$ cat config.mk
export PLATFORM = sky130hd
export DESIGN_NAME = program_loader
export DESIGN_NICKNAME = d
export VERILOG_FILES = /design/src/rtl/program_loader.sv
export SDC_FILE = /design/constraint.sdc
export NUM_CORES = 1
export LEC_CHECK = 0
export ABC_AREA = 1
export BUFFER_PORTS_ARGS = -buffer_cell sky130_fd_sc_hd__buf_2
export CAP_MARGIN = 20
export CORE_UTILIZATION = 52
export DETAILED_ROUTE_END_ITERATION = 10
export GPL_ROUTABILITY_DRIVEN = 0
export HOLD_SLACK_MARGIN = 0.08
export MAX_ROUTING_LAYER = met4
export PLACE_DENSITY = 0.79
export SYNTH_ARGS = -nofsm -noshare
export SYNTH_HDL_FRONTEND = slang
export SYNTH_SLANG_ARGS = --single-unit
$ cat constraint.sdc
create_clock -name in_clk -period 1.5 [get_ports in_clk]
set_input_delay 0.15 -clock in_clk [delete_from_list [all_inputs] [get_ports in_clk]]
set_output_delay 0.15 -clock in_clk [all_outputs]
set_load 0.1 [all_outputs]
$ cat src/rtl/program_loader.sv
// program_loader
//
// Fills the processor's program memory from a byte stream before execution.
// Bytes arrive over a valid/ready handshake and are packed little-endian into
// one instruction per BYTES_PER_INSTR bytes. Each finished word is written to
// consecutive program-memory addresses, starting at a latched base address.
// The CPU is held stalled from the start of a load until the last word is
// written.
//
// Ports
//   in_clk, in_rst         clock (rising edge), synchronous active-high reset
//   in_start               begin a load (only honoured while idle)
//   in_base_add, in_count  first write address / word count (0 = 2^ADDR_W),
//                          both latched on start
//   in_byte, in_byte_valid stream data and its valid flag
//   out_byte_ready         a byte is accepted this cycle if valid is high
//   out_wr_en/_add/_data   program-memory write port, one strobe per word
//   out_cpu_hold, out_busy high while a load is in progress
//   out_done               one-cycle pulse after the final write
//   out_err                sticky flag: a last byte carried nonzero padding
module program_loader #(
  parameter int INSTR_W         = 29,
  parameter int ADDR_W          = 8,
  parameter int BYTES_PER_INSTR = 4
) (
  input  logic               in_clk,
  input  logic               in_rst,
  input  logic               in_start,
  input  logic [ADDR_W-1:0]  in_base_add,
  input  logic [ADDR_W-1:0]  in_count,
  input  logic [7:0]         in_byte,
  input  logic               in_byte_valid,
  output logic               out_byte_ready,
  output logic               out_wr_en,
  output logic [ADDR_W-1:0]  out_wr_add,
  output logic [INSTR_W-1:0] out_wr_data,
  output logic               out_cpu_hold,
  output logic               out_busy,
  output logic               out_done,
  output logic               out_err
);

  localparam logic [1:0] S_IDLE  = 2'd0;
  localparam logic [1:0] S_RECV  = 2'd1;
  localparam logic [1:0] S_WRITE = 2'd2;
  localparam logic [1:0] S_DONE  = 2'd3;

  localparam int IDX_W = (BYTES_PER_INSTR > 1) ? $clog2(BYTES_PER_INSTR) : 1;
  localparam logic [IDX_W-1:0] LAST_IDX = IDX_W'(BYTES_PER_INSTR - 1);
  // First bit position of the last byte that falls outside the instruction.
  localparam int PAD_LSB = INSTR_W - 8 * (BYTES_PER_INSTR - 1);

  logic [1:0]         state_q, state_d;
  logic [ADDR_W-1:0]  addr_q,  addr_d;
  // One bit wider than the address so a count of 0 can stand for 2^ADDR_W.
  logic [ADDR_W:0]    rem_q,   rem_d;
  logic [IDX_W-1:0]   idx_q,   idx_d;
  logic [INSTR_W-1:0] word_q,  word_d;
  logic               err_q,   err_d;

  logic accept;
  logic pad_bad;

  assign accept  = (state_q == S_RECV) && in_byte_valid;
  assign pad_bad = (in_byte >> PAD_LSB) != 8'd0;

  always_comb begin
    state_d = state_q;
    addr_d  = addr_q;
    rem_d   = rem_q;
    idx_d   = idx_q;
    word_d  = word_q;
    err_d   = err_q;
    case (state_q)
      S_IDLE: begin
        if (in_start) begin
          addr_d  = in_base_add;
          // Zero count maps to a full memory: top bit set, low bits zero.
          rem_d   = {(in_count == '0), in_count};
          idx_d   = '0;
          err_d   = 1'b0;
          state_d = S_RECV;
        end
      end
      S_RECV: begin
        if (accept) begin
          // Drop the byte into its little-endian lane; bits beyond INSTR_W
          // simply have no destination.
          for (int i = 0; i < INSTR_W; i++) begin
            if (idx_q == IDX_W'(i / 8)) word_d[i] = in_byte[i % 8];
          end
          if (idx_q == LAST_IDX) begin
            if (pad_bad) err_d = 1'b1;
            state_d = S_WRITE;
          end else begin
            idx_d = idx_q + 1'b1;
          end
        end
      end
      S_WRITE: begin
        addr_d  = addr_q + 1'b1;
        rem_d   = rem_q - 1'b1;
        idx_d   = '0;
        state_d = (rem_q == (ADDR_W + 1)'(1)) ? S_DONE : S_RECV;
      end
      S_DONE: state_d = S_IDLE;
      default: state_d = S_IDLE;
    endcase
  end

  always_ff @(posedge in_clk) begin
    if (in_rst) begin
      state_q <= S_IDLE;
      addr_q  <= '0;
      rem_q   <= '0;
      idx_q   <= '0;
      word_q  <= '0;
      err_q   <= 1'b0;
    end else begin
      state_q <= state_d;
      addr_q  <= addr_d;
      rem_q   <= rem_d;
      idx_q   <= idx_d;
      word_q  <= word_d;
      err_q   <= err_d;
    end
  end

  assign out_byte_ready = (state_q == S_RECV);
  assign out_wr_en      = (state_q == S_WRITE);
  assign out_done       = (state_q == S_DONE);
  assign out_busy       = (state_q != S_IDLE);
  assign out_cpu_hold   = out_busy;
  // Address and data are only meaningful with out_wr_en; outside WRITE they
  // just show the working registers.
  assign out_wr_add     = addr_q;
  assign out_wr_data    = word_q;
  assign out_err        = err_q;

endmodule

* Word level (Yosys, flattened, before mapping)
Cells that the tools add are included.
Storage, ports and cells: register bits 51, input port bits 28, output and inout port bits 43, logic and storage cells 59
Operators by class: $add $sub $neg 3, equality and inequality tests 12, mux-type cells 18, reduce and logical (&&, ||, !) cells 17
Operators with widths (number):
- $pmux W9 S2 | 1
- $pmux W8 S2 | 1
- $reduce_and A3 Y1 | 5
- $mux W2 | 7
- $eq A9 B1 Y1 const B | 1
- $mux W9 | 1
- $sub A9 B1 Y9 const B | 1
- $add A8 B1 Y8 const B | 1
- $eq A2 B2 Y1 const B | 4
- $logic_not A8 Y1 | 1
- $mux W8 | 1
- $pmux W2 S4 | 1
- $reduce_bool A8 Y1 | 1
- $ne A2 B1 Y1 const B | 3
- $pmux W2 S3 | 1
- $reduce_bool A2 Y1 | 3
- $reduce_and A5 Y1 | 1
- $eq A2 B1 Y1 const B | 2
- $logic_not A2 Y1 | 2
- $mux W1 | 4
- $ne A2 B2 Y1 const B | 2
- $reduce_and A4 Y1 | 1
- $reduce_bool A3 Y1 | 1
- $add A2 B1 Y2 const B | 1
- other kinds (3) | 3

* Longest topological paths before layout
depth in word-level cells 5, mapped depth 9, depth with buffers taken out 9

* Worst setup path after synthesis
No wires, ideal clock.
kind register to register, start register addr_q[1], in the netlist out_wr_add[1], end register addr_q[4], in the netlist out_wr_add[4], arrival time 1834 ps, data required time 1370 ps, setup slack -464 ps, stages on the path, launching flop included 9, path buffers 0, clock period less this slack 1964 ps, cells stage by stage dfxtp_1 > ha_1 > inv_1 > nor2_4 > nand2_2 > nor2_1 > nor2_1 > nor2_1 > nor3_2
On the way: longest elaborated chain between the ends 2
RTL lines:
- start, declared | RTL line 54 | logic [ADDR_W-1:0] addr_q, addr_d;
- start signal, assigned | RTL line 121 | addr_q <= addr_d;
- $add A8 B1 Y8 | RTL line 101 | addr_d = addr_q + 1'b1;
- $pmux W8 S2 | RTL line 74 | case (state_q)
Every way passes these cells. A chain may end at the register's enable or synchronous reset.

* Worst setup path after layout
start register state_q[1], end output port out_cpu_hold
On the way: longest elaborated chain between the ends 1
RTL lines:
- start, declared | RTL line 53 | logic [1:0] state_q, state_d;
- start signal, assigned | RTL line 120 | state_q <= state_d;
- $reduce_bool A2 Y1 | RTL line 132 | assign out_busy = (state_q != S_IDLE);
- end, declared | RTL line 37 | output logic out_cpu_hold,
Every way passes these cells.

==> reports/summary.txt <==
GLOBAL ROUTING
-----------------------------------------------------------------------------------------------
First-pass GRT wire length                                                             10300 um
GR Util met1                                                                              31.8%
Number of global-route vias before repair                                                  2365
Gr busiest metal                                                                           met2
Grt total ovfl                                                                                0
Global Route met2 Usage                                                                   43.2%
GR Util met3                                                                              3.94%
Combined global-route utilization of all metal layers                                     26.0%
Pin count of the biggest net entering global routing                                         34
Initial antenna violation count                                                               0

FINAL LAYOUT
-----------------------------------------------------------------------------------------------
Fill cell total of the finished layout                                                      426
Post-Layout Inst Area                                                                  3110 um2
Area delta synth->final                                                                   22.6%
Final Net Count                                                                             458
Share of post-route cells with drive strength above 1                                     26.9%
Final Core Density                                                                        66.2%
Inserted Diodes                                                                               0
Most frequent cells in the layout                                                  sky130_fd_sc_hd__nand2_1 (78), sky130_fd_sc_hd__buf_2 (65), sky130_fd_sc_hd__a21oi_1 (50), sky130_fd_sc_hd__nand3_1 (43), sky130_fd_sc_hd__dfxtp_1 (42)
Most frequent standard cell in the layout excluding fill and tap cells             sky130_fd_sc_hd__nand2_1
Non-filler cells, final                                                                     478

SETUP PATH
-----------------------------------------------------------------------------------------------
Worst path arrival time                                                                 1.29 ns
Endpoint required time on the critical path                                             1.35 ns
Peak fanout along the critical path                                                           5
Kind of start point of the critical path                                               register
Critical path type                                                                 register to output pin
Endpoint class of the critical path                                                  output pin

LOGIC SYNTHESIS
-----------------------------------------------------------------------------------------------
Primary FF master, synth                                                           sky130_fd_sc_hd__dfxtp_1
Synthesized netlist net count                                                               391
Distinct cell type count of the synthesized netlist                                          28
Synthesized netlist cell count                                                              356
Mapped cell area                                                                       2530 um2
Count of flip-flops with a built-in enable after synthesis                                    0
Sequential share of the synthesized area                                                  40.3%
Per-instance average area after synthesis                                              7.12 um2
Flip-flop and latch count after synthesis                                                    51
Ys async rst share                                                                           0%
Warnings from Yosys                                                                           0

TIMING
-----------------------------------------------------------------------------------------------
Transition time at the pin with the least slew margin                                  0.510 ns
Maximum frequency from static timing analysis                                           695 MHz
Post-route worst hold slack                                                            0.103 ns
RSZ-0062 raised after global routing                                                       true
Worst clock skew                                                                      0.0104 ns
Max-slew violation count                                                                      0
Minimum setup slack in the final design                                               0.0621 ns
Number of setup violations in the final report                                                0
Endpoints failing hold                                                                        0
Clock period minus worst slack                                                          1.44 ns
Sum Neg Setup Slack                                                                        0 ns
Final Cycle Share                                                                         95.9%
Rel. slew slack                                                                           66.2%

FLOORPLAN
-----------------------------------------------------------------------------------------------
Core area                                                                              4690 um2
Chip Width                                                                              71.8 um
Initial Utilization                                                                       54.0%
Core Rows                                                                                    25
Boundary Pins                                                                                71
Overall die area                                                                       5160 um2
Floorplan die height                                                                    71.8 um

DETAILED ROUTING
-----------------------------------------------------------------------------------------------
DRT iter0 DRCs                                                                              126
First-pass iteration count of the detailed router                                             4
Post-DR wirelength/cell                                                                 13.1 um
Overall via count from detail_route                                                        2586
Vias per cell                                                                              5.41
ANT nets after route                                                                          0
Total wire length                                                                       6270 um
Count of unresolved DRC violations after routing                                              0

FLOW RUN
-----------------------------------------------------------------------------------------------
Max-capacitance violation count                                                               0

CTS
-----------------------------------------------------------------------------------------------
Clock Latency Late Sink                                                                 0.31 ns
Clock tree root driver cell                                                        sky130_fd_sc_hd__clkbuf_8
Clock input transition at the sequential cells of the worst setup and hold paths        0.09 ns
CTS tree                                                                                   done
Max Root-Sink Buffers                                                                         2
Number of buffers added by the clock tree synthesis step                                      5
Maximum level of the CTS H-tree                                                               2
TritonCTS Sinks                                                                              51

PWR
-----------------------------------------------------------------------------------------------
VDD IR max                                                                               840 uV
Part of the total power dissipated in the clock network                                   20.1%
Switching power share of the total                                                        44.6%
Power density of the placed cells                                                   1370 nW/um2
Leakage power                                                                           1.38 nW
Portion of total power attributed to combinational logic                                  41.9%
Sequential share of power                                                                 37.9%
Cell-internal power                                                                     2.35 mW
Switching power total                                                                   1.90 mW
Power after layout                                                                      4.25 mW

PLACE
-----------------------------------------------------------------------------------------------
Number of placed instances, taps included                                                   469
Worst slack after detailed placement                                                  0.0818 ns
HPWL after detailed placement                                                           4600 um
Port buffer count                                                                            70
Post-place instance area                                                               2970 um2

MIN PATH
-----------------------------------------------------------------------------------------------
Worst hold path class                                                              input port to register

RUN STATUS
-----------------------------------------------------------------------------------------------
Status                                                                                completed

-- flip-flops by register name (all words and copies together) (netlist names) --
register / flops
out_wr_data: 29
out_err: 1
state_q: 2
out_wr_add: 8
rem_q: 9
idx_q: 2
-- per-layer routing --
metal / share of wire, % / wire length, um
met2: 49 / 3050
met3: 5.1 / 321
met5: 0 / 0
met1: 45 / 2820
met4: 1.2 / 74
-- power by group through the flow --
stage / Sequential (mW) / Combinational [mW] / Clock (mW)
CTS: 1.60 / 1.77 / 0.870
detailed placement: 1.63 / 1.75 / 0
global placement: 1.63 / 1.73 / 0
global route: 1.63 / 1.93 / 0.924
floorplan: 2.08 / 0.965 / 0
finish: 1.61 / 1.78 / 0.854
-- layout make-up --
class / instances / area [um2] / area share (%)
sequential: 51 / 1040 / 33.5
inverter: 28 / 119 / 3.83
multi-input combinational: 257 / 1280 / 41.1
timing repair buffer: 80 / 504 / 16.2
clock inverter: 2 / 15.0 / 0.483
tap: 54 / 67.6 / 2.17
clock buffer: 6 / 82.6 / 2.66
-- worst paths after layout --
path | from | to | slack [ns] | cells past startpoint
worst min-delay path | in_base_add[1] | out_wr_add[1] | 0.10 | 3
worst min register to register | out_wr_data[3] | out_wr_data[3] | 0.46 | 2
worst max-delay path | state_q[1] | out_cpu_hold | 0.06 | 4
worst max register to register | state_q[1] | out_wr_data[12] | 0.12 | 6
-- critical path, cell delays in order (launching register included) --
cell and delay (ns):
sky130_fd_sc_hd__dfxtp_4 0.37, sky130_fd_sc_hd__buf_6 0.12, sky130_fd_sc_hd__nor2_4 0.14, sky130_fd_sc_hd__clkinvlp_4 0.16, sky130_fd_sc_hd__buf_12 0.19
-- Yosys cell counts (3+ instances only) --
cell	n	area, um2
sky130_fd_sc_hd__o22ai_1	3	18.8
sky130_fd_sc_hd__o21ai_0	13	65.1
sky130_fd_sc_hd__nand3_1	43	215
sky130_fd_sc_hd__inv_1	27	101
sky130_fd_sc_hd__nand2_1	78	293
sky130_fd_sc_hd__ha_1	7	87.6
sky130_fd_sc_hd__nor2_1	34	128
sky130_fd_sc_hd__dfxtp_1	51	1020
sky130_fd_sc_hd__nand2_2	5	31.3
sky130_fd_sc_hd__nor3_1	5	25.0
sky130_fd_sc_hd__clkbuf_1	10	37.5
sky130_fd_sc_hd__buf_6	7	78.8
sky130_fd_sc_hd__nand4_1	4	25.0
sky130_fd_sc_hd__a21oi_1	50	250
sky130_fd_sc_hd__nor2_4	3	33.8
-- logic make-up (layout without fill, tap and decap cells) --
group                    count (synthesis)  count (layout)  synth area share, %
AND/OR/NAND/NOR                        178             178                 31.5
AO/OA/AOI/OAI                           71              71                 14.5
flip-flops                              51              51                 40.3
buffers and inverters                   48             116                 9.87
adder cells (fa/ha/maj)                  7               7                 3.45
XOR/XNOR                                 1               1                0.346
-- timing repair --
| action | in CTS | in global routing |
|---|---|---|
| endpoints found under the hold margin | 0 | 0 |
| setup endpoints to repair | 1 | 17 |
| gates resized for setup | 2 | 7 |
| setup buffers | 1 | 0 |
| hold buffers | 0 | 0 |
Note: power is estimated with default switching activity, not from simulation.
